$ cat src/rtl/lsu_mem_initiator_pkg.sv
// lsu_pkg: shared funct3 codes, error causes and FSM state type for the load/store initiator
package lsu_pkg;
  localparam logic [2:0] F3_B  = 3'b000;
  localparam logic [2:0] F3_H  = 3'b001;
  localparam logic [2:0] F3_W  = 3'b010;
  localparam logic [2:0] F3_BU = 3'b100;
  localparam logic [2:0] F3_HU = 3'b101;
  localparam logic [1:0] ERR_MISALIGN = 2'b01;
  localparam logic [1:0] ERR_FUNCT3   = 2'b10;
  localparam logic [1:0] ERR_TIMEOUT  = 2'b11;
  typedef enum logic [1:0] {IDLE, ISSUE, WAIT_R} lsu_state_t;
endpackage

$ cat src/rtl/lsu_mem_initiator_if.sv
// lsu_mem_initiator_if: word-addressed req/gnt/rvalid data-memory bus
interface lsu_mem_initiator_if #(parameter int ADDR_W = 6);
  logic req, we, gnt, rvalid;
  logic [ADDR_W-1:0] addr;
  logic [3:0] be;
  logic [31:0] wdata, rdata;
  modport master(output req, we, addr, be, wdata, input gnt, rvalid, rdata);
  modport slave(input req, we, addr, be, wdata, output gnt, rvalid, rdata);
endinterface

$ cat src/rtl/lsu_mem_initiator_lane_align.sv
// lsu_lane_align: funct3/alignment checks, byte enables, store lane shift and load extraction
module lsu_lane_align import lsu_pkg::*; (
  input  logic        wr,
  input  logic [2:0]  funct3,
  input  logic [1:0]  a,
  input  logic [31:0] wdata,
  input  logic [31:0] rdata,
  output logic [3:0]  be,
  output logic [31:0] wdata_sh,
  output logic [31:0] ld_val,
  output logic        misaligned,
  output logic        illegal
);
  logic [31:0] wmask, rsh;
  // funct3[1:0] encodes access size; funct3[2] selects zero extension for loads
  always_comb begin
    illegal = wr ? !(funct3 inside {F3_B, F3_H, F3_W}) : !(funct3 inside {F3_B, F3_H, F3_W, F3_BU, F3_HU});
    misaligned = (funct3[1:0] == 2'b01 && a[0]) || (funct3[1:0] == 2'b10 && a != 2'b00);
    be = funct3[1:0] == 2'b00 ? 4'b0001 << a : funct3[1:0] == 2'b01 ? 4'b0011 << a : 4'b1111;
    wmask = funct3[1:0] == 2'b00 ? {24'b0, wdata[7:0]} : funct3[1:0] == 2'b01 ? {16'b0, wdata[15:0]} : wdata;
    wdata_sh = wmask << {a, 3'b000};
    rsh = rdata >> {a, 3'b000};
    ld_val = funct3 == F3_B  ? {{24{rsh[7]}}, rsh[7:0]} :
             funct3 == F3_H  ? {{16{rsh[15]}}, rsh[15:0]} :
             funct3 == F3_BU ? {24'b0, rsh[7:0]} :
             funct3 == F3_HU ? {16'b0, rsh[15:0]} : rdata;
  end
endmodule

$ cat src/rtl/lsu_mem_initiator.sv
// lsu_mem_initiator: multi-cycle load/store owner of a handshaked word memory with timeout watchdog
module lsu_mem_initiator import lsu_pkg::*; #(
  parameter int ADDR_W  = 6,
  parameter int TIMEOUT = 16
) (
  input  logic        i_clk,
  input  logic        i_rst,
  input  logic        i_req,
  input  logic        i_wr,
  input  logic [2:0]  i_funct3,
  input  logic [31:0] i_addr,
  input  logic [31:0] i_wdata,
  output logic        o_busy,
  output logic        o_done,
  output logic [31:0] o_rdata,
  output logic        o_err,
  output logic [1:0]  o_err_cause,
  lsu_mem_initiator_if.master mem
);
  lsu_state_t state;
  logic [7:0] cnt;
  logic [2:0] f3_q;
  logic [1:0] a_q;
  logic idle, expired, misaligned, illegal;
  logic [3:0] be;
  logic [31:0] wdata_sh, ld_val;
  logic unused_addr;
  assign idle = state == IDLE;
  assign o_busy = !idle;
  assign expired = cnt == 8'(TIMEOUT - 1);
  assign unused_addr = ^i_addr[31:ADDR_W+2];
  // Checks use the live command in IDLE; load extraction uses the latched command
  lsu_lane_align u_align (
    .wr(idle ? i_wr : mem.we),
    .funct3(idle ? i_funct3 : f3_q),
    .a(idle ? i_addr[1:0] : a_q),
    .wdata(i_wdata),
    .rdata(mem.rdata),
    .be(be),
    .wdata_sh(wdata_sh),
    .ld_val(ld_val),
    .misaligned(misaligned),
    .illegal(illegal)
  );
  // Command acceptance, memory handshake and watchdog; completion beats a same-edge timeout
  always_ff @(posedge i_clk or posedge i_rst) begin
    if (i_rst) begin
      state <= IDLE;
      cnt <= '0;
      f3_q <= '0;
      a_q <= '0;
      o_done <= 1'b0;
      o_err <= 1'b0;
      o_rdata <= '0;
      o_err_cause <= '0;
      mem.req <= 1'b0;
      mem.we <= 1'b0;
      mem.addr <= '0;
      mem.be <= '0;
      mem.wdata <= '0;
    end else begin
      o_done <= 1'b0;
      o_err <= 1'b0;
      case (state)
        IDLE: if (i_req) begin
          if (illegal || misaligned) begin
            o_err <= 1'b1;
            o_err_cause <= illegal ? ERR_FUNCT3 : ERR_MISALIGN;
          end else begin
            state <= ISSUE;
            cnt <= '0;
            f3_q <= i_funct3;
            a_q <= i_addr[1:0];
            mem.req <= 1'b1;
            mem.we <= i_wr;
            mem.addr <= i_addr[ADDR_W+1:2];
            mem.be <= be;
            mem.wdata <= wdata_sh;
          end
        end
        ISSUE, WAIT_R: begin
          cnt <= cnt + 8'd1;
          if (state == ISSUE && mem.gnt) begin
            mem.req <= 1'b0;
            o_done <= mem.we;
            state <= mem.we ? IDLE : WAIT_R;
          end else if (state == WAIT_R && mem.rvalid) begin
            o_rdata <= ld_val;
            o_done <= 1'b1;
            state <= IDLE;
          end else if (expired) begin
            mem.req <= 1'b0;
            o_err <= 1'b1;
            o_err_cause <= ERR_TIMEOUT;
            state <= IDLE;
          end
        end
        default: state <= IDLE;
      endcase
    end
  end
endmodule

$ cat src/flat_wrapper.sv
// flat-port wrapper written by rule: the top's interface ports become plain ports
module lsu_mem_initiator_flat import lsu_pkg::*;
#(
  parameter int ADDR_W  = 6,
  parameter int TIMEOUT = 16
)
  (i_clk, i_rst, i_req, i_wr, i_funct3, i_addr, i_wdata, o_busy, o_done, o_rdata, o_err, o_err_cause, mem_req, mem_we, mem_addr, mem_be, mem_wdata, mem_gnt, mem_rvalid, mem_rdata);
  lsu_mem_initiator_if #(.ADDR_W(ADDR_W)) mem_i ();
  input  logic i_clk;
  input  logic i_rst;
  input  logic i_req;
  input  logic i_wr;
  input  logic [2:0] i_funct3;
  input  logic [31:0] i_addr;
  input  logic [31:0] i_wdata;
  output logic o_busy;
  output logic o_done;
  output logic [31:0] o_rdata;
  output logic o_err;
  output logic [1:0] o_err_cause;
  output wire logic [$bits(mem_i.req)-1:0] mem_req;
  output wire logic [$bits(mem_i.we)-1:0] mem_we;
  output wire logic [$bits(mem_i.addr)-1:0] mem_addr;
  output wire logic [$bits(mem_i.be)-1:0] mem_be;
  output wire logic [$bits(mem_i.wdata)-1:0] mem_wdata;
  input wire logic [$bits(mem_i.gnt)-1:0] mem_gnt;
  input wire logic [$bits(mem_i.rvalid)-1:0] mem_rvalid;
  input wire logic [$bits(mem_i.rdata)-1:0] mem_rdata;
  assign mem_req = mem_i.req;
  assign mem_we = mem_i.we;
  assign mem_addr = mem_i.addr;
  assign mem_be = mem_i.be;
  assign mem_wdata = mem_i.wdata;
  assign mem_i.gnt = mem_gnt;
  assign mem_i.rvalid = mem_rvalid;
  assign mem_i.rdata = mem_rdata;
  lsu_mem_initiator #(.ADDR_W(ADDR_W), .TIMEOUT(TIMEOUT)) u_core (.i_clk(i_clk), .i_rst(i_rst), .i_req(i_req), .i_wr(i_wr), .i_funct3(i_funct3), .i_addr(i_addr), .i_wdata(i_wdata), .o_busy(o_busy), .o_done(o_done), .o_rdata(o_rdata), .o_err(o_err), .o_err_cause(o_err_cause), .mem(mem_i));
endmodule
$ cat config.mk
export PLATFORM = sky130hd
export DESIGN_NAME = lsu_mem_initiator_flat
export DESIGN_NICKNAME = d
export VERILOG_FILES = /design/src/rtl/lsu_mem_initiator_pkg.sv /design/src/rtl/lsu_mem_initiator_if.sv /design/src/rtl/lsu_mem_initiator_lane_align.sv /design/src/rtl/lsu_mem_initiator.sv /design/src/flat_wrapper.sv
export SDC_FILE = /design/constraint.sdc
export NUM_CORES = 1
export LEC_CHECK = 0
export ABC_AREA = 1
export CORE_MARGIN = 1.5
export CORE_UTILIZATION = 47
export CTS_CLUSTER_DIAMETER = 60
export DETAILED_ROUTE_END_ITERATION = 10
export PLACE_DENSITY = 0.82
export SETUP_SLACK_MARGIN = 0.3
export SYNTH_ARGS = -nofsm -noshare
export SYNTH_HDL_FRONTEND = slang
export SYNTH_HIERARCHICAL = 1
export SYNTH_SLANG_ARGS = --single-unit
$ cat constraint.sdc
create_clock -name i_clk -period 3.73 [get_ports i_clk]
set_clock_uncertainty 0.2 [all_clocks]
set_input_delay 0.5595 -clock i_clk [delete_from_list [all_inputs] [get_ports i_clk]]
set_output_delay 0.5595 -clock i_clk [all_outputs]
set_load 0.1 [all_outputs]
==> reports/metrics.yaml <==
outcome:
  status: "finished clean"
sta:
  slew_headroom: 0.316
  worstMarginPinSlew_ns: 1.02
  rsz0062_at_grt: "no"
  min_period_ns: 3.18
  setup_violations: 0
  finalHoldViolations: 0
  period_share: 0.852
  fin_setup_tns_ns: 0
  fmax_mhz: 315
  maxSlewViolCount: 0
detailed_routing:
  wire_per_inst_um: 15.0
  routed_via_density: 5.26
  wirelength_um: 16200
  antenna_left: 0
  drc: 0
  drt_iter0_markers: 462
  drt-pass1-iter-count: 5
  vias: 5671
flow_run:
  timing.max_cap.violations: 0
clocking:
  numCtsBuffers: 9
  clk_pin_slew_ns: 0.07
  insertion_delay_ns: 0.34
  root_buffer: "clkbuf_16"
  tritoncts: "built"
  cts_max_level: 3
  clk_path_buf_depth: 2
  cts.sinks: 95
  cts_setup_buffers: 0
synthesis:
  synth_cell_types: 34
  syn_area_um2: 5750
  ys_seq_elements: 95
  synthCells: 786
  yosysWarningCount: 6
  ys_seq_area_frac: 0.413
  avgSynthCellArea_um2: 7.32
  syn-num-nets: 900
global_routing:
  grt_max_degree: 55
  grt_pass1_vias: 5377
  overflow: 0
  grt_pass1_wl_um: 26100
  antenna_found_initial: 0
  grtUsageTotal: 0.257
setup_path:
  endpoint_kind: "flop"
  crit_path_start: "u_core/state[0]"
  cp.required_ns: 3.76
  crit_buf_inv: 4
  critical_path.cell_chain: "inv_1, ha_4, o21ai_4, inv_2, nand2_2, o22ai_1, nor2_1, inv_2, nor2_4, nand2_4, buf_4, nand2_1, nand2_1"
  max_stage_delay_ns: 0.54
  reg2reg_to: "u_core/mem.wdata[28]"
  slowest_stage: "o21ai_4"
  crit_arrival_ns: 3.20
  path_max_fanout: 37
  crit_path_start_kind: "flop"
  r2r_cells: 13
  worstSetupPathType: "flop to flop"
  cp_top_family: "simple AND/OR/NAND/NOR gates"
  r2r_start: "u_core/state[0]"
  r2r_slack_ns: 0.55
hold_path:
  hold_end: "u_core/o_err_cause[1]"
  min_path_type: "flop to flop"
  whs_path_depth: 2
  worstHoldStart: "u_core/o_err_cause[1]"
cells_and_area:
  nets: 1040
  layout_common_cells: "nand2_1 (327), clkdlybuf4s50_1 (160), dfrtp_1 (95)"
  drive_gt1_frac: 0.0913
  layout_commonest_cell: "nand2_1"
  n_antenna_cell: 0
  area_growth_pct: 31.7
placement:
  port-buffer-count: 161
  gp_congestion: 0.878
  dp_hpwl_um: 11400
die:
  die_y_um: 114
  fp.dieW_um: 114
  fp-row-count: 40
  die_area_um2: 12900
  core_um2: 12000
  initial_core_util: 0.481
  ios: 186
==> Yosys cell counts, drive strengths merged <==
master  count  area, um^2
a211oi      1        7.51
a21oi       9        45.0
a22oi       2        15.0
and2        3        18.8
buf        38         344
clkbuf      3        11.3
dfrtp      95        2380
ha          9         113
inv        82         315
nand2     336        1300
nand3      51         280
nand4       5        31.3
nor2       47         238
nor3        1        5.00
o211ai      7        52.6
o21ai      80         475
o221ai      6        52.6
o22a        1        8.76
o22ai       8        50.1
or2         2        12.5
==> tightest hold or removal path, cell delays in order (launching register included) <==
cell and delay, ns:
dfrtp_1 0.35, nand2_1 0.05, nand2_1 0.05
==> stage by stage <==
step,setup slack (ns),util,hold WS (ns),area (um^2),cells
after global routing,0.334,0.633,0.306,7570,1078
after floorplan,0.493,-,0.274,5750,786
after detailed placement,0.302,0.610,0.259,7290,1062
after CTS,0.487,0.632,0.275,7560,1078
final,0.553,0.633,0.278,7570,1078
after global placement,0.411,0.610,0.258,7290,1062
==> sequential cells by signal, summed over array words and instances (netlist names), 2 cells and up <==
signal / count
u_core/a_q: 2
u_core/cnt: 8
u_core/f3_q: 3
u_core/mem.addr: 6
u_core/mem.be: 4
u_core/mem.wdata: 32
u_core/o_err_cause: 2
u_core/o_rdata: 32
u_core/state: 2
==> cells by family (layout without fill, tap and decap cells) <==
logic type,after synthesis,after routing,synth area share
flops,95,95,0.413
fa+ha+maj,9,9,0.0196
buf+inv,123,268,0.117
simple gates,445,445,0.328
compound gates,114,114,0.123
==> worst max-delay path by stage <==
| stage | end | slack, ns | cells past startpoint |
|---|---|---|---|
| 3_5_place_dp | u_core/f3_q[2] | 0.30 | 14 |
| 6_report | u_core/mem.wdata[28] | 0.55 | 13 |
| 4_1_cts | u_core/f3_q[2] | 0.49 | 13 |
| 2_1_floorplan | u_core/a_q[0] | 0.49 | 1 |
| 3_3_place_gp | u_core/a_q[1] | 0.41 | 14 |
| 5_1_grt | u_core/mem.wdata[28] | 0.33 | 13 |
==> area by class of cell <==
type / instances / area (um^2)
fill: 1087 / 4390
multi-input combinational: 568 / 2740
sequential: 95 / 2380
timing repair buffer: 170 / 1690
inverter: 82 / 320
clock buffer: 11 / 233
tap: 147 / 184
clock inverter: 5 / 35.0
==> repair_timing <==
item | CTS | global route
pin swaps | 0 | 1
gates resized for setup | 1 | 2
hold buffers | 0 | 0
endpoints found under the setup margin | 6 | 49
==> routing by layer <==
layer,vias up,GRT usage,routed length (um)
met5,-,0,0
met4,0,0.105,387
met3,31,0.0600,1470
met2,241,0.431,7670
met1,2641,0.322,6620
li1,2758,-,-
Power is left out: the tool's default activity adds up to more than one toggle a clock period on the data nets, which glitch-free logic cannot reach.
